**config.mk**
```make
export PLATFORM = sky130hd
export DESIGN_NAME = blink_mode_ctrl_flat
export DESIGN_NICKNAME = d
export VERILOG_FILES = /design/src/rtl/blink_mode_ctrl_if.sv /design/src/rtl/blink_mode_ctrl.sv /design/src/flat_wrapper.sv
export SDC_FILE = /design/constraint.sdc
export NUM_CORES = 1
export LEC_CHECK = 0
export CAP_MARGIN = 40
export CORE_ASPECT_RATIO = 1.5
export CORE_MARGIN = 3
export CORE_UTILIZATION = 45
export DETAILED_ROUTE_END_ITERATION = 6
export GPL_TIMING_DRIVEN = 0
export PLACE_DENSITY = 0.64
export SLEW_MARGIN = 20
export SYNTH_ARGS = -nofsm -noshare
export SYNTH_HDL_FRONTEND = slang
export SYNTH_SLANG_ARGS = --single-unit
```
**constraint.sdc**
```tcl
create_clock -name i_clk -period 2.7 [get_ports i_clk]
set_input_delay 0.675 -clock i_clk [delete_from_list [all_inputs] [get_ports i_clk]]
set_output_delay 0.675 -clock i_clk [all_outputs]
set_load 0.005 [all_outputs]
```
**src/rtl/blink_mode_ctrl_if.sv**
```systemverilog
// ----------------------------------------------------------------------------
// blink_mode_ctrl_if
// Purpose : groups the raw push-button inputs and the registered LED blinker
//           control outputs of blink_mode_ctrl into one bundle.
// Signals : i_btn_mode   - raw mode button, asynchronous, high = pressed
//           i_btn_enable - raw enable button, asynchronous, high = pressed
//           o_enable     - registered blink enable
//           o_select0    - registered mode bit 0
//           o_select1    - registered mode bit 1
// Modports: slave  - the controller (buttons in, controls out)
//           master - the environment (drives buttons, observes controls)
// There is no valid/ready handshake on this bundle: buttons are plain levels
// and the outputs are plain registered levels, sampled whenever convenient.
// ----------------------------------------------------------------------------
interface blink_mode_ctrl_if;
    logic i_btn_mode;
    logic i_btn_enable;
    logic o_enable;
    logic o_select0;
    logic o_select1;

    modport slave (
        input  i_btn_mode,
        input  i_btn_enable,
        output o_enable,
        output o_select0,
        output o_select1
    );

    modport master (
        output i_btn_mode,
        output i_btn_enable,
        input  o_enable,
        input  o_select0,
        input  o_select1
    );
endinterface

```
**src/rtl/blink_mode_ctrl.sv**
```systemverilog
// ----------------------------------------------------------------------------
// blink_mode_ctrl
// Purpose : turns two raw push-buttons into LED blinker controls. Each button
//           is synchronized (two flops), debounced (level register plus a
//           32-bit disagreement counter) and edge-detected into a one-cycle
//           press pulse. A mode press steps a 2-bit mode 0->1->2->3->0; an
//           enable press toggles the blink enable.
// Ports   : i_clk   - system clock, rising edge active
//           i_rst_n - asynchronous active-low reset
//           bus     - blink_mode_ctrl_if.slave (buttons in, controls out)
// Params  : c_debounce_count - consecutive stable cycles needed to accept a
//           new button level (legal 2 .. 2^32-1)
// Latency : a stable new raw level seen at edge 1 reaches the outputs after
//           edge c_debounce_count+3 (2 sync, c_debounce_count-1 count,
//           1 accept + pulse, 1 output register).
// ----------------------------------------------------------------------------
module blink_mode_ctrl #(
    parameter logic [31:0] c_debounce_count = 32'd500_000
) (
    input  logic              i_clk,
    input  logic              i_rst_n,
    blink_mode_ctrl_if.slave  bus
);
    localparam logic [31:0] c_last = c_debounce_count - 32'd1;

    // Index 0 = mode button, index 1 = enable button.
    localparam int c_mode = 0;
    localparam int c_en   = 1;

    logic [1:0]  raw;
    logic [1:0]  sync1;
    logic [1:0]  sync2;
    logic [1:0]  deb;
    logic [1:0]  press;
    logic [31:0] cnt [2];
    logic [1:0]  mode;
    logic        enable;

    assign raw = {bus.i_btn_enable, bus.i_btn_mode};

    always_ff @(posedge i_clk or negedge i_rst_n) begin
        if (!i_rst_n) begin
            sync1 <= 2'b00;
            sync2 <= 2'b00;
        end else begin
            sync1 <= raw;
            sync2 <= sync1;
        end
    end

    for (genvar g = 0; g < 2; g++) begin : g_debounce
        always_ff @(posedge i_clk or negedge i_rst_n) begin
            if (!i_rst_n) begin
                deb[g]   <= 1'b0;
                cnt[g]   <= 32'd0;
                press[g] <= 1'b0;
            end else begin
                press[g] <= 1'b0;
                if (sync2[g] == deb[g]) begin
                    cnt[g] <= 32'd0;
                end else if (cnt[g] == c_last) begin
                    // Accepting a new level; pulse only on the rising side.
                    deb[g]   <= sync2[g];
                    cnt[g]   <= 32'd0;
                    press[g] <= sync2[g];
                end else begin
                    cnt[g] <= cnt[g] + 32'd1;
                end
            end
        end
    end

    // Mode and enable react to their own pulses independently, so coincident
    // presses both land in the same cycle.
    always_ff @(posedge i_clk or negedge i_rst_n) begin
        if (!i_rst_n) begin
            mode   <= 2'd0;
            enable <= 1'b1;
        end else begin
            if (press[c_mode]) begin
                mode <= mode + 2'd1;
            end
            if (press[c_en]) begin
                enable <= ~enable;
            end
        end
    end

    assign bus.o_enable  = enable;
    assign bus.o_select0 = mode[0];
    assign bus.o_select1 = mode[1];
endmodule

```
**src/flat_wrapper.sv**
```systemverilog
// flat-port wrapper written by rule: the top's interface ports become plain ports
module blink_mode_ctrl_flat 
#(
    parameter logic [31:0] c_debounce_count = 32'd500_000
)
  (i_clk, i_rst_n, bus_i_btn_mode, bus_i_btn_enable, bus_o_enable, bus_o_select0, bus_o_select1);
  blink_mode_ctrl_if bus_i ();
  input  logic i_clk;
  input  logic i_rst_n;
  input wire logic [$bits(bus_i.i_btn_mode)-1:0] bus_i_btn_mode;
  input wire logic [$bits(bus_i.i_btn_enable)-1:0] bus_i_btn_enable;
  output wire logic [$bits(bus_i.o_enable)-1:0] bus_o_enable;
  output wire logic [$bits(bus_i.o_select0)-1:0] bus_o_select0;
  output wire logic [$bits(bus_i.o_select1)-1:0] bus_o_select1;
  assign bus_i.i_btn_mode = bus_i_btn_mode;
  assign bus_i.i_btn_enable = bus_i_btn_enable;
  assign bus_o_enable = bus_i.o_enable;
  assign bus_o_select0 = bus_i.o_select0;
  assign bus_o_select1 = bus_i.o_select1;
  blink_mode_ctrl #(.c_debounce_count(c_debounce_count)) u_core (.i_clk(i_clk), .i_rst_n(i_rst_n), .bus(bus_i));
endmodule
```
==> impl_results.md, run 1 <==
* Worst R2R End: u_core.cnt[29]$_DFF_PN0_
* Post-CTS Setup Bufs at 0
* Syn_nets at between 300 and 400
* Core box area at between 7000 and 8000 µm²
* Port Buffer Count at 6
* Hold_buf cts at 0
* Row count at 39
* Worst-skew pair later-pin latency at approximately 320 ps
* Outcome: complete, no violations
* Post-synthesis sequential area ratio at 0.5153
* Setup_tns at 0 ps
* DP HPWL at around 5.0 mm
* Multi-input logic area at about 1700 µm²
* Worst Setup Start Kind: register
* Gate power share at 0.025
* Syn Area/Cell at around 9.9 µm²
* Cells after Synth at about 370
* Antenna-violating nets left at 0
* Metal2 WL at around 4.0 mm
* Reg2Reg Setup Slack at 440 ps
* Switching Power at 0.0005246 W
* IR drop worst, VDD at between 0.3 and 0.4 mV
* CTS tree: built
* Clock power frac at 0.533
* Pwr dens at around 600 nW/µm²
* Period Utilization, post-route at 0.8383
* Wire length on met3 at 122 µm
* RSZ-0062 raised after global routing: no
* Fin. max-slew vios at 0
* Reg2reg path depth at 7
* Initial antenna violation count at 0
* MaxCap Viol Count at 0
* DR vias/cell at approximately 5.4
* Height of the chip at ~120 µm
* CP Max Fanout at 10
* Vias in the first global route at 2772
* CTS root buf: clkbuf_16
* HP Class: input pin to async pin
* H-Tree Depth at 3
* Final min period at 2263 ps
* DR iter-0 viols at between 100 and 150
* Sw frac at 0.2026
* Highest Signal Layer: met4
* Final WL at between 7 and 8 mm
* FILL cells at slightly below 700
* CP required at 2910 ps
* Clock Tree Buf Depth at 2
* Starting Density at 0.4698
* Width of the die at a little under 80 µm
* Yosys Warn Count at 0
* Clock sinks at 75
* Final GP Congestion at 0.7465
* Number of remaining DRC errors at 0
* Diode count at 0
* Final count of hold timing violations at 0
* Fin nets at 391
* Slew @ Worst Pin at between 600 and 700 ps
* Drt first pass iters at 4
* Seq pwr share at 0.442
* Tot GR Track Use at 0.1756
* Post-Route Skew at roughly 5.3 ps
* Overflow after GRT at 0
* Area of the die at roughly 9200 µm²
* Setup violators final at 0
* Post-Syn Area at roughly 3600 µm²
* Storage cell area at 1878 µm²
* Vias at roughly 2.6k
* Leakage dissipation at between 1.5 and 2 nW
* CTS-repair resized insts at 0
* Final Power at ~0.0026 W
* Num CTS Buffers at 9
* First-pass GRT wire length at roughly 13 mm
* Wl on met1 at between 3 and 4 mm
* # IOs at 7
* Relative slew margins at 0.5618
* WL per Instance at between 10 and 15 µm
* Fin util at 0.5422
* Ratio of cells with drive above 1 in the final layout at 0.1077
* Largest net degree at the start of global routing at 53
* Yosys cell types at 37
* WP data arrival at 2470 ps
* Worst setup EP type: register
* RR Startpoint: u_core.cnt[7]$_DFF_PN0_
* Crit Path Class: register to register
* CTS clk-pin slew, worst paths at approximately 60 ps
* Cell-internal power at 0.002064 W
* Peak Freq at around 440 MHz
* Area Overhead vs Synth at 15.41%
* Yosys reg bits at 75
## power groups by stage
stage / clock (W) / sequential [W] / combinational [W]
6_report: 0.00138 / 0.00114 / 0.0000652
3_5_place_dp: 0 / 0.00116 / 0.0000684
5_1_grt: 0.00145 / 0.00114 / 0.0000749
3_3_place_gp: 0 / 0.00116 / 0.0000627
2_1_floorplan: 0 / 0.00116 / 0.0000275
4_1_cts: 0.00141 / 0.00114 / 0.0000685
## sequential cells by signal, summed over array words and instances, names as in the netlist
name / count
u_core.bus.o_enable: 1
u_core.cnt: 64
u_core.deb: 2
u_core.mode: 2
u_core.press: 2
u_core.sync1: 2
u_core.sync2: 2
## routing by layer
layer / up-vias / GRT usage
met1: 1307 / 0.1912
met5: - / 0
met2: 21 / 0.3302
li1: 1306 / -
met4: 0 / 0.06766
met3: 9 / 0.03472
## layout by cell type, fill, tap and decap left out, types with 2 or more instances in the layout
cell type,instances
nor4bb_1,2
nor4_1,14
clkdlybuf4s50_1,5
and3_1,4
nor2_1,76
xor2_1,29
clkbuf_16,9
or3_1,3
nor2_2,2
dfrtp_1,74
nand3_1,29
or4_1,4
inv_1,7
o21ai_0,3
bufinv_16,3
ha_1,2
clkbuf_1,2
buf_4,2
xnor2_1,33
nor3_2,2
a21oi_1,3
nor4_2,3
nor3_1,8
nand2_1,21
buf_2,8
inv_6,2
and4_1,4
or2_2,2
nand4_1,19
## synth_stat cells (all sizes together)
cell | instances | area [µm²]
a21oi | 3 | 15.01
and2 | 1 | 6.260
and3 | 4 | 25.02
and4 | 4 | 35.03
buf | 9 | 47.55
clkbuf | 2 | 7.510
dfrtp | 74 | 1852
dfstp | 1 | 26.28
ha | 2 | 25.02
inv | 7 | 26.28
mux2 | 2 | 22.52
nand2 | 21 | 78.83
nand3 | 29 | 145.1
nand4 | 20 | 131.4
nor2 | 78 | 297.8
nor2b | 1 | 6.260
nor3 | 10 | 60.06
nor3b | 1 | 7.510
nor4 | 17 | 125.1
nor4b | 3 | 47.54
nor4bb | 2 | 20.02
o21ai | 3 | 15.01
or2 | 3 | 18.77
or3 | 3 | 18.77
or4 | 5 | 41.29
xnor2 | 33 | 289.0
xor2 | 29 | 254.0
## stage by stage
stage	hold slack, ps	instances	worst slack, ps	area, µm²
after global placement	334.9	475	-1611	3832
final	247.4	492	436.6	4207
after detailed placement	337.1	476	415.7	3857
after CTS	248.1	492	416.2	4207
after global routing	257.1	492	212.1	4207
after floorplan	331.2	367	712.3	3645
## worst max-delay path by stage
stage	cells past startpoint	slack [ps]	end	start
finish	7	440	u_core.cnt[29]$_DFF_PN0_	u_core.cnt[7]$_DFF_PN0_
floorplan	7	710	u_core.cnt[58]$_DFF_PN0_	u_core.cnt[32]$_DFF_PN0_
global placement	1	-1610	u_core.cnt[50]$_DFF_PN0_	i_rst_n
detailed placement	6	420	u_core.cnt[29]$_DFF_PN0_	u_core.cnt[15]$_DFF_PN0_
CTS	7	420	u_core.cnt[29]$_DFF_PN0_	u_core.cnt[7]$_DFF_PN0_
global route	7	210	u_core.cnt[29]$_DFF_PN0_	u_core.cnt[7]$_DFF_PN0_
## cell families (layout without fill, tap and decap cells)
group,after synthesis,count (layout),share of synthesized area
xor+xnor,62,62,0.1490
fa+ha+maj,2,2,0.006865
compound gates,6,6,0.008237
buf+inv,18,41,0.02232
simple gates,202,202,0.2921
mux,2,2,0.006179
flops,75,75,0.5153
## final cells by class
class | count | share of cell area
Sequential cell | 75 | 0.4465
Timing Repair Buffer | 7 | 0.02023
Clock inverter | 7 | 0.02945
Multi-Input combinational cell | 274 | 0.4007
Buffer | 11 | 0.01309
Clock buffer | 9 | 0.05354
Tap cell | 102 | 0.03034
Inverter | 7 | 0.006246
## critical path: stages (launching register included)
cell      delay [ps]
dfrtp_1          440
nor4_1           400
nand4_1          200
nor4_1           410
or2_0            170
clkbuf_1         170
buf_2            270
nor2_1            90
Power figures use the tool's default switching activity.
==> inputs of run 2 (changes only) <==
clock period = 2.3 ns   (was 2.7 ns; I/O delays follow)
==> impl_results.md, run 2 (synthesized netlist as in run 1, its figures left out) <==
* Slew @ Worst Pin at 622.2 ps (-29.09 ps)
* Worst hold slack at 147.8 ps (-99.62 ps)
* HP Class: input pin to async pin
* Core box area at 7759 µm² (unchanged)
* Clock Tree Buf Depth at 2 (unchanged)
* H-Tree Depth at 3 (unchanged)
* Register with the most flip-flops: u_core.cnt
* FILL cells at 680 (-1.3%)
* Commonest non-fill, non-tap cells in the layout: nor2_1 (76), dfrtp_1 (74), xnor2_1 (33)
* Relative slew margins at 0.5814 (+0.01957)
* Vias in the first global route at 2772 (unchanged)
* DR iter-0 viols at 137 (-5.5%)
* Fin nets at 396 (+1.3%)
* Reg2Reg Setup Slack at 80 ps (-350 ps)
* WP data arrival at 2430 ps (-40 ps)
* Clock power frac at 0.532 (about the same)
* CTS clk-pin slew, worst paths at 60 ps (about the same)
* Drt first pass iters at 6 (+2)
* Starting Density at 0.4698 (unchanged)
* Worst Setup Start Kind: register
* Hold_buf cts at 0 (unchanged)
* MaxCap Viol Count at 0 (unchanged)
* Max reg flops at 64 (unchanged)
* Area Overhead vs Synth at 17.71%
* Diode count at 0 (unchanged)
* Setup violators final at 0 (unchanged)
* IR drop worst, VDD at 0.4261 mV (+17%)
* Post-placement cell count at 476 (unchanged)
* Final Power at 0.003041 W (+17%)
* Most common cell after layout, fill and taps aside: nor2_1
* Fin. max-slew vios at 0 (unchanged)
* CTS root buf: clkbuf_16
* CTS tree: built
* CP delay by family, top: simple AND/OR/NAND/NOR gates
* Crit Path Class: register to register
* Seq pwr share at 0.442 (about the same)
* WL per Instance at 14.75 µm (+0.10%)
* Critical path buffers and inverters at 0 (-2)
* Outcome: complete, no violations
* Final count of hold timing violations at 0 (unchanged)
* First-pass GRT wire length at 12.70 mm (unchanged)
* Ratio of cells with drive above 1 in the final layout at 0.1316 (+0.02395)
* Cell-internal power at 0.002426 W (+18%)
* Final GP Congestion at 0.7465 (unchanged)
* Final WL at 7.329 mm (+1.1%)
* CP Max Fanout at 7 (-3)
* Pwr dens at 708.9 nW/µm² (+15%)
* CP required at 2510 ps (-400 ps)
* Num CTS Buffers at 9 (unchanged)
* Peak Freq at 451.4 MHz (+2.2%)
* Worst-skew pair later-pin latency at 320 ps (about the same)
* Leakage dissipation at 1.751 nW (+1.5%)
* Clock sinks at 75 (unchanged)
* Antenna-violating nets left at 0 (unchanged)
* Post-Route Skew at 4.607 ps (-0.7065 ps)
* Area of the die at 9238 µm² (unchanged)
* DR vias/cell at 5.408 (+0.68%)
* DP HPWL at 4.976 mm (unchanged)
* Overflow after GRT at 0 (unchanged)
* Cells along the critical path: ha_1 -> nand4_2 -> or4_4 -> nor4_2 -> xnor2_1 -> nor2_1
* Row count at 39 (unchanged)
* Fin util at 0.5530 (+0.01080)
* Vias at 2688 (+1.7%)
* Width of the die at 79.48 µm (unchanged)
* Final min period at 2215 ps (-48.18 ps)
* Slowest CP cell: or4_4
* Gate power share at 0.026 (about the same)
* # IOs at 7 (unchanged)
* Worst setup EP type: register
* Worst stage delay on the critical path at 640 ps (+200 ps)
* Sw frac at 0.2024 (-0.0002652)
* Final Non-Filler Cells at 497 (+1.0%)
* Period Utilization, post-route at 0.9631 (+0.1248)
* Largest net degree at the start of global routing at 53 (unchanged)
* Height of the chip at 116.2 µm (unchanged)
* Switching Power at 0.0006155 W (+17%)
* Number of remaining DRC errors at 0 (unchanged)
* Tot GR Track Use at 0.1756 (unchanged)
* Initial antenna violation count at 0 (unchanged)
* Port Buffer Count at 6 (unchanged)
-- run 2: cell types whose count changed in the layout (fill, tap and decap cells not counted) --
cell,delta
buf_2,-6
clkbuf_4,+6
buf_4,+5
nor4_1,-4
nor4_2,+4
nor4bb_1,-1
nor4bb_2,+1
-- run 2: worst reg2reg max path, delay by kind of cell, from the launching register on --
family	cells	cell delay [ps]
and+or+nand+nor	4	1280
adders and majority gates	1	260
DFF	1	380
xor gates and xnor gates	1	180
-- run 2: power by group through the flow --
stage | Combinational (W) | Sequential, W | Clock [W]
finish | 0.0000792 | 0.00134 | 0.00162
global route | 0.0000906 | 0.00134 | 0.00171
floorplan | 0.0000323 | 0.00136 | 0
CTS | 0.0000804 | 0.00134 | 0.00165
global placement | 0.0000736 | 0.00137 | 0
detailed placement | 0.0000803 | 0.00137 | 0
-- run 2: layer usage --
| layer | GRT usage | vias to the layer above | share of wire |
|---|---|---|---|
| met3 | 0.03472 | 10 | 0.019 |
| met1 | 0.1912 | 1335 | 0.42 |
| met5 | 0 | - | 0 |
| li1 | - | 1316 | - |
| met4 | 0.06766 | 0 | 0.019 |
| met2 | 0.3302 | 27 | 0.55 |
-- run 2: path summary, 6_finish.rpt --
check                                                from                         to  cells after the start
worst max register to register    u_core.cnt[0]$_DFF_PN0_   u_core.cnt[28]$_DFF_PN0_                      6
worst max-delay path              u_core.cnt[0]$_DFF_PN0_   u_core.cnt[28]$_DFF_PN0_                      6
max in group asynchronous                         i_rst_n   u_core.cnt[58]$_DFF_PN0_                      2
worst min register to register  u_core.sync1[1]$_DFF_PN0_  u_core.sync2[1]$_DFF_PN0_                      0
worst min-delay path                              i_rst_n   u_core.cnt[30]$_DFF_PN0_                      1
min in group i_clk              u_core.sync1[1]$_DFF_PN0_  u_core.sync2[1]$_DFF_PN0_                      0
-- run 2: what timing repair did --
action                     CTS  global route
resized for setup            0            11
setup endpoints to repair    0            42
setup buffers                0             5
-- run 2: area by class of cell --
type	count	area, µm²	area share
inverters	7	26.28	0.006124
clock inverters	7	123.9	0.02887
plain buffers	11	70.07	0.01633
clock buffers	9	225.2	0.05249
flip-flops and latches	75	1878	0.4377
repair buffers	12	122.6	0.02858
multi-input cells	274	1717	0.4001
well taps	102	127.6	0.02975
-- run 2: per-stage QoR --
step / setup TNS [ps] / cell area (µm²) / worst slack [ps]
finish: 0 / 4290 / 84.78
CTS: 0 / 4207 / 16.16
detailed placement: 0 / 3857 / 15.68
global placement: -142160 / 3832 / -1911
floorplan: 0 / 3645 / 312.3
global route: -12.20 / 4290 / -6.140
